$ cat src/rtl/rr_arb_idx.sv
// rr_arb_idx: round-robin arbiter emitting the winner as a binary index with a
// valid/ready handshake. Intended to feed a binary-to-one-hot decoder; idx_o is
// always < NUM_REQ and is held stable while a transfer is stalled.
//
// Parameters:
//   NUM_REQ    number of requesters (>= 1, any value)
//   IDX_WIDTH  derived index width; do not override
//
// Ports:
//   clk_i    clock, rising edge
//   rst_ni   asynchronous active-low reset
//   flush_i  synchronous clear of pointer and lock
//   req_i    request vector, bit i = requester i
//   valid_o  a winner is presented
//   ready_i  downstream accepts the current winner
//   idx_o    binary index of the winner, 0 when valid_o = 0
//
// Optional feature macro: RR_ARB_IDX_ASSERT_EN enables simulation-only protocol
// and invariant checks (excluded under SYNTHESIS). Undefined by default.

module rr_arb_idx #(
    parameter int unsigned NUM_REQ   = 16,
    parameter int unsigned IDX_WIDTH = (NUM_REQ == 1) ? 1 : $clog2(NUM_REQ)
) (
    input  logic                 clk_i,
    input  logic                 rst_ni,
    input  logic                 flush_i,
    input  logic [NUM_REQ-1:0]   req_i,
    output logic                 valid_o,
    input  logic                 ready_i,
    output logic [IDX_WIDTH-1:0] idx_o
);

    localparam logic [IDX_WIDTH-1:0] LastIdx = IDX_WIDTH'(NUM_REQ - 1);

    logic [IDX_WIDTH-1:0] ptr_q, ptr_d;
    logic                 lock_q, lock_d;
    logic [IDX_WIDTH-1:0] lock_idx_q, lock_idx_d;

    logic                 any_req;
    logic [IDX_WIDTH-1:0] pick;
    logic                 valid;
    logic [IDX_WIDTH-1:0] idx;

    // Cyclic first-set search starting at ptr_q. The wrap is done on the integer
    // candidate so non-power-of-two sizes never visit codes >= NUM_REQ.
    always_comb begin
        int unsigned          cand;
        logic [IDX_WIDTH-1:0] cand_idx;
        any_req  = 1'b0;
        pick     = '0;
        cand     = 0;
        cand_idx = '0;
        for (int unsigned k = 0; k < NUM_REQ; k++) begin
            cand = int'(ptr_q) + k;
            if (cand >= NUM_REQ) begin
                cand = cand - NUM_REQ;
            end
            cand_idx = IDX_WIDTH'(cand);
            if (!any_req && req_i[cand_idx]) begin
                any_req = 1'b1;
                pick    = cand_idx;
            end
        end
    end

    // Outputs depend only on state and req_i, never on ready_i.
    always_comb begin
        valid = 1'b0;
        idx   = '0;
        if (lock_q) begin
            valid = 1'b1;
            idx   = lock_idx_q;
        end else if (any_req) begin
            valid = 1'b1;
            idx   = pick;
        end
    end

    assign valid_o = valid;
    assign idx_o   = idx;

    always_comb begin
        ptr_d      = ptr_q;
        lock_d     = lock_q;
        lock_idx_d = lock_idx_q;
        if (valid && ready_i) begin
            ptr_d  = (idx == LastIdx) ? '0 : idx + IDX_WIDTH'(1);
            lock_d = 1'b0;
        end else if (valid) begin
            // Freeze the presented winner until it is accepted.
            lock_d     = 1'b1;
            lock_idx_d = idx;
        end
        if (flush_i) begin
            ptr_d  = '0;
            lock_d = 1'b0;
        end
    end

    always_ff @(posedge clk_i or negedge rst_ni) begin
        if (!rst_ni) begin
            ptr_q      <= '0;
            lock_q     <= 1'b0;
            lock_idx_q <= '0;
        end else begin
            ptr_q      <= ptr_d;
            lock_q     <= lock_d;
            lock_idx_q <= lock_idx_d;
        end
    end

`ifdef RR_ARB_IDX_ASSERT_EN
`ifndef SYNTHESIS
    logic                 stall_prev;
    logic [IDX_WIDTH-1:0] idx_prev;

    always_ff @(posedge clk_i or negedge rst_ni) begin
        if (!rst_ni) begin
            stall_prev <= 1'b0;
            idx_prev   <= '0;
        end else begin
            stall_prev <= valid && !ready_i && !flush_i;
            idx_prev   <= idx;
        end
    end

    always @(posedge clk_i) begin
        if (rst_ni) begin
            if (int'(ptr_q) >= NUM_REQ) begin
                $fatal(1, "rr_arb_idx: ptr %0d out of range", ptr_q);
            end
            if (lock_q && !req_i[lock_idx_q]) begin
                $fatal(1, "rr_arb_idx: requester %0d withdrew while locked", lock_idx_q);
            end
            if (stall_prev && (idx != idx_prev)) begin
                $fatal(1, "rr_arb_idx: idx changed %0d -> %0d during stall", idx_prev, idx);
            end
        end
    end
`endif
`else
    // Checks compiled out; functional behaviour unchanged.
`endif

endmodule
$ cat config.mk
export PLATFORM = sky130hd
export DESIGN_NAME = rr_arb_idx
export DESIGN_NICKNAME = d
export VERILOG_FILES = /design/src/rtl/rr_arb_idx.sv
export SDC_FILE = /design/constraint.sdc
export NUM_CORES = 1
export LEC_CHECK = 0
export ABC_AREA = 1
export CAP_MARGIN = 10
export CORE_MARGIN = 10
export CORE_UTILIZATION = 40
export DETAILED_ROUTE_END_ITERATION = 7
export PLACE_DENSITY = 0.68
export REMOVE_ABC_BUFFERS = 1
export SYNTH_ARGS = -nofsm -noshare
export SYNTH_HDL_FRONTEND = slang
export SYNTH_SLANG_ARGS = --single-unit
$ cat constraint.sdc
create_clock -name clk_i -period 3.6 [get_ports clk_i]
set_input_delay 0.36 -clock clk_i [delete_from_list [all_inputs] [get_ports clk_i]]
set_output_delay 0.36 -clock clk_i [all_outputs]
set_load 0.02 [all_outputs]
Word level (Yosys, flattened, before mapping)
Cells that the tools add are included.
Storage, ports and cells
  register bits: 9
  input bits: 20
  output and inout bits: 5
  logic and storage cells: 193
Cells by class
  add/subtract/negate cells: 32
  order comparisons: 32
  equality and inequality tests: 1
  mux-type cells: 90
  bitwise gates (word level): 1
  reduce and logical (&&, ||, !) cells: 34
Operators with widths (count)
  $mux 4: 37
  $lt 4x5->1 const B: 16
  $ge 5x5->1 const B: 15
  $bmux 1 s4: 16
  $sub 4x1->4 const B: 16
  $add 4x4->5 const B: 8
  $mux 1: 37
  $add 4x3->5 const B: 4
  $logic_and 1x1->1: 16
  $logic_not 1->1: 15
  $add 4x2->5 const B: 2
  $add 4x1->5 const B: 1
  $ge 4x5->1 const B: 1
  $add 4x1->4 const B: 1
  $eq 4x4->1 const B: 1
  $reduce_bool 3->1: 1
  $reduce_and 2->1: 1
  $reduce_bool 2->1: 1
  $not 1->1: 1

Logic depth before layout (Yosys ltp)
  depth after elaboration: 56
  mapped depth: 31
  mapped depth without buffers: 29

Worst setup path before layout
OpenSTA, ideal clock, no wires.
  path kind: register -> register
  from: register ptr_q[1]
  to: register ptr_q[3]
  arrival time: 3.411 ns
  required time: 3.483 ns
  setup slack: 0.071 ns
  cell stages (with the launch flop): 27
  buffers on the path: 2
  period minus slack after synthesis: 3.529 ns
  path through: dfrtp_1 inv_1 buf_2 ha_1 inv_1 buf_2 nand3_1 nand3_1 nand2_1 nand2_1 nand2_4 nor2_8 nand4_4 nor2_4 nand4_2 nor2_4 nand4_2 clkinv_2 nand3_4 o21ai_2 nor2_1 nand2_2 nand2_1 nand3_1 nand2_1 nand3_1 nand2_1
On the way
  cells in the longest elaborated chain, start to end: 56
  elaborated cells between the ends (all ways): 168
  classes of those cells: add/sub (32); order compare (16); eq/ne (1); mux (87); reduce/logical (32)
RTL lines
  from (decl): line 36  | logic [IDX_WIDTH-1:0] ptr_q, ptr_d;
  from (signal assigned): line 107  | ptr_q <= ptr_d;
  branches (longest 50 deep; another with $add 4x1->5)
  $mux 4 *: line 74  | end else if (any_req) begin
  $mux 4 *: line 71  | if (lock_q) begin
  via idx_o[2]: line 31  | output logic [IDX_WIDTH-1:0] idx_o
  $add 4x1->4 / $eq 4x4->1 (equally long branches): line 88  | ptr_d = (idx == LastIdx) ? '0 : idx + IDX_WIDTH'(1);
  $mux 4 *: line 88
  $mux 4 *: line 87  | if (valid && ready_i) begin
  $mux 4 *: line 95  | if (flush_i) begin
Mark *: on every way through the listed nets, which the timed path passes. The select of a mux whose other input is x is not followed.
A chain may end at the register's enable or synchronous reset.

Worst setup path after layout
  from: register ptr_q[0]
  to: output idx_o[2]
On the way
  cells in the longest elaborated chain, start to end: 52
  elaborated cells between the ends (all ways): 159
  classes of those cells: add/sub (31); order compare (16); mux (82); reduce/logical (30)
RTL lines (line)
  branches (longest 50 deep; another with $add 4x1->5)
  $mux 4 *: 74
  $mux 4 *: 71
  to (decl): 31
Every way passes the cells marked *. The select of a mux whose other input is x is not followed.

==> run_results.csv <==
group,metric,value,unit
run_status,outcome,"finished clean",
floorplanning,die_w,95.6,um
setup_path,worstReg2RegStart,"ptr_q[0]",
floorplanning,start_util,41.3,%
sta,setup_viol,0,
setup_path,worstPathArrival,3140,ps
setup_path,cp-end-kind,"output pin",
synth,ys_seq_elements,9,
clock_network,cts_tree,"built",
detailed_routing,firstDrtPassIters,6,
sta,hold_violations,0,
global_routing,grt_max_degree,19,
global_routing,grt_pass1_vias,2999,
clock_network,clock-sinks,9,
synth,yosysUniqueCellTypes,39,
detailed_routing,route.detailed.drc,0,
floorplanning,die_area,9140,um^2
detailed_routing,wl,9210,um
clock_network,clockRootBuffer,"clkbuf_8",
cells_and_area,antennaDiodeCount,0,
sta,rsz0062_at_grt,"true",
clock_network,cts_hold_buf,0,
cells_and_area,nets,544,
setup_path,critPathLaunchType,"register",
detailed_routing,vias,3277,
sta,worst_slew_pin_slew,413,ps
sta,timing.fmax,286,MHz
placement,gp_congestion,0.993,
detailed_routing,initialDrtViolationCount,308,
sta,drv_slew,0,
synth,synth_cells,417,
synth,yosysSeqAreaShare,9.85,%
setup_path,cp_max_fo,8,
synth,syn_area_per_cell,5.48,um^2
sta,finClkSkew,0.613,ps
setup_path,crit_path_start,"ptr_q[0]",
global_routing,grt_pass1_wl,13500,um
floorplanning,die_y,95.6,um
clock_network,clockBufferDepth,2,
hold_path,worstHoldPathType,"input pin to asynchronous set/reset pin",
global_routing,grt_usage,17.9,%
detailed_routing,post_drt_wl_per_cell,15.7,um
clock_network,cts.htree.levels,1,
clock_network,clkTransAtPathRegs,40,ps
synth,ys_warn_count,0,
setup_path,required,3240,ps
floorplanning,rows,27,
global_routing,antenna_found_initial,0,
floorplanning,design.core.area,5540,um^2
detailed_routing,viasPerCell,5.57,
sta,fin_crit_sh,97.2,%
clock_network,clock_latency,230,ps
placement,io_buffers,24,
sta,hold_slack,429,ps
clock_network,cts_buffers,3,
placement,dpl.hpwl,6810,um
floorplanning,num_io_pins,25,
cells_and_area,area_growth,57.8,%
global_routing,grt_overflow,0,
setup_path,criticalPathCategory,"register to output pin",
detailed_routing,antenna_left,0,
synth,synth_area,2290,um^2
flow_run,drv_cap,0,
sta,slew_headroom,72.3,%
cells_and_area,final_layout_size_suffix_gt1_share,33.1,%
sta,fin_crit,3500,ps
==> synth_stat cells <==
cell type	number	share of area, %
inv_2	7	1.1
a21boi_0	1	0.33
a31oi_2	1	0.55
nor3_1	2	0.44
nor2_8	1	0.88
nand3_4	1	0.77
ha_1	7	3.8
nor2_2	1	0.27
xnor2_1	4	1.5
clkinv_2	2	0.44
nand2_1	134	22
a21oi_2	2	0.77
nand2_2	7	1.9
nand3_1	107	23
a21oi_1	4	0.88
a31oi_1	4	1.1
clkinv_1	1	0.16
nand4_1	16	4.4
xor2_1	5	1.9
o21a_1	1	0.33
nand2_4	1	0.49
nor2_4	3	1.5
o21ai_2	1	0.38
nand4_4	1	0.93
nand3_2	1	0.44
or2_2	1	0.27
nand4_2	2	1.1
inv_1	37	6.1
a21boi_1	1	0.33
buf_6	2	0.98
buf_2	8	1.8
o21bai_1	1	0.33
a22oi_1	1	0.33
o21ai_1	4	0.88
xor2_2	2	1.4
nor2_1	28	4.6
o22ai_1	1	0.27
o21ai_0	5	1.1
dfrtp_1	9	9.8
==> placed cells by master, fill, tap and decap left out, types with 5 or more instances in the layout <==
| master | synthesis | layout |
|---|---|---|
| buf_4 | 0 | 72 |
| buf_6 | 2 | 5 |
| clkdlybuf4s50_1 | 0 | 19 |
| dfrtp_1 | 9 | 7 |
| inv_1 | 37 | 34 |
| inv_2 | 7 | 7 |
| nand2_1 | 134 | 122 |
| nand2_2 | 7 | 17 |
| nand3_1 | 107 | 90 |
| nand3_2 | 1 | 17 |
| nand4_1 | 16 | 16 |
| nor2_1 | 28 | 25 |
==> layout make-up <==
cell class	instances	area (um^2)
clock buffers	4	45.0
fillers	473	1930
inverters	47	190
multi-input cells	351	2120
flip-flops and latches	9	228
well taps	72	90.1
repair buffers	105	931
==> cells by family after synthesis <==
kind of cell | count (synthesis) | synth area share [%]
xor gates and xnor gates | 11 | 4.87
adders and majority gates | 7 | 3.83
and+or+nand+nor | 306 | 63.3
buffers and inverters | 57 | 10.6
AOI/OAI and AO/OA | 27 | 7.55
DFF | 9 | 9.85
==> per-stage QoR <==
stage                     util [%]  std cells  setup WS, ps  instance area, um^2  TNS (ps)
after detailed placement      55.6        573          -214                 3080      -699
after floorplan                  -        407          -269                 2220     -2330
final                         65.1        588           102                 3610         0
after global placement        55.6        573          -140                 3080      -496
after global routing          65.1        588          -106                 3610      -292
after CTS                     57.8        577         -30.1                 3200     -30.1
==> registers in the layout (all words and copies together), names as in the netlist <==
signal and flops:
lock_idx_q 4, ptr_q 4, lock_q 1
==> per-layer routing <==
metal,vias up,GRT usage (%),share of wire [%]
met5,-,0,0
met4,0,5.90,3.0
met3,35,0.864,7.3
met2,177,32.1,50
met1,1480,22.0,40
li1,1585,-,-
==> worst max-delay path, cell delays in order (launching register included) <==
cell and delay [ps]:
dfrtp_2 460, buf_8 170, buf_6 150, nand2_2 70, nand3_1 110, nand3_1 110
nand2_2 100, nand2_2 110, nand2_4 100, nor2_8 130, nand4_4 100, nor2_4 150
nand4_4 110, nor2_4 190, buf_4 140, nand3_1 80, o21ai_2 70, nand3_1 90
nor2_1 130, nand2_1 70, nand2_2 80, nand2_2 60, buf_6 130
==> worst paths after layout <==
path,endpoint,slack [ps],cells after the start
worst max-delay path,idx_o[2],100,22
worst min-delay path,lock_q,430,1
worst max register to register,ptr_q[3],320,26
worst min register to register,lock_idx_q[3],480,2
max in group asynchronous,ptr_q[2],2860,1
min in group clk_i,lock_idx_q[3],480,2
==> what timing repair did <==
action                                  4_1_cts  5_1_grt
cloned                                        0        1
gates resized for setup                      27       72
endpoints found under the setup margin        5        7
setup buffers                                 0       10
pin swaps                                     1       16
hold endpoints to repair                      0        0
Power is not shown: default switching activity piles up to over one toggle a cycle in this logic, so the estimate is an artifact.
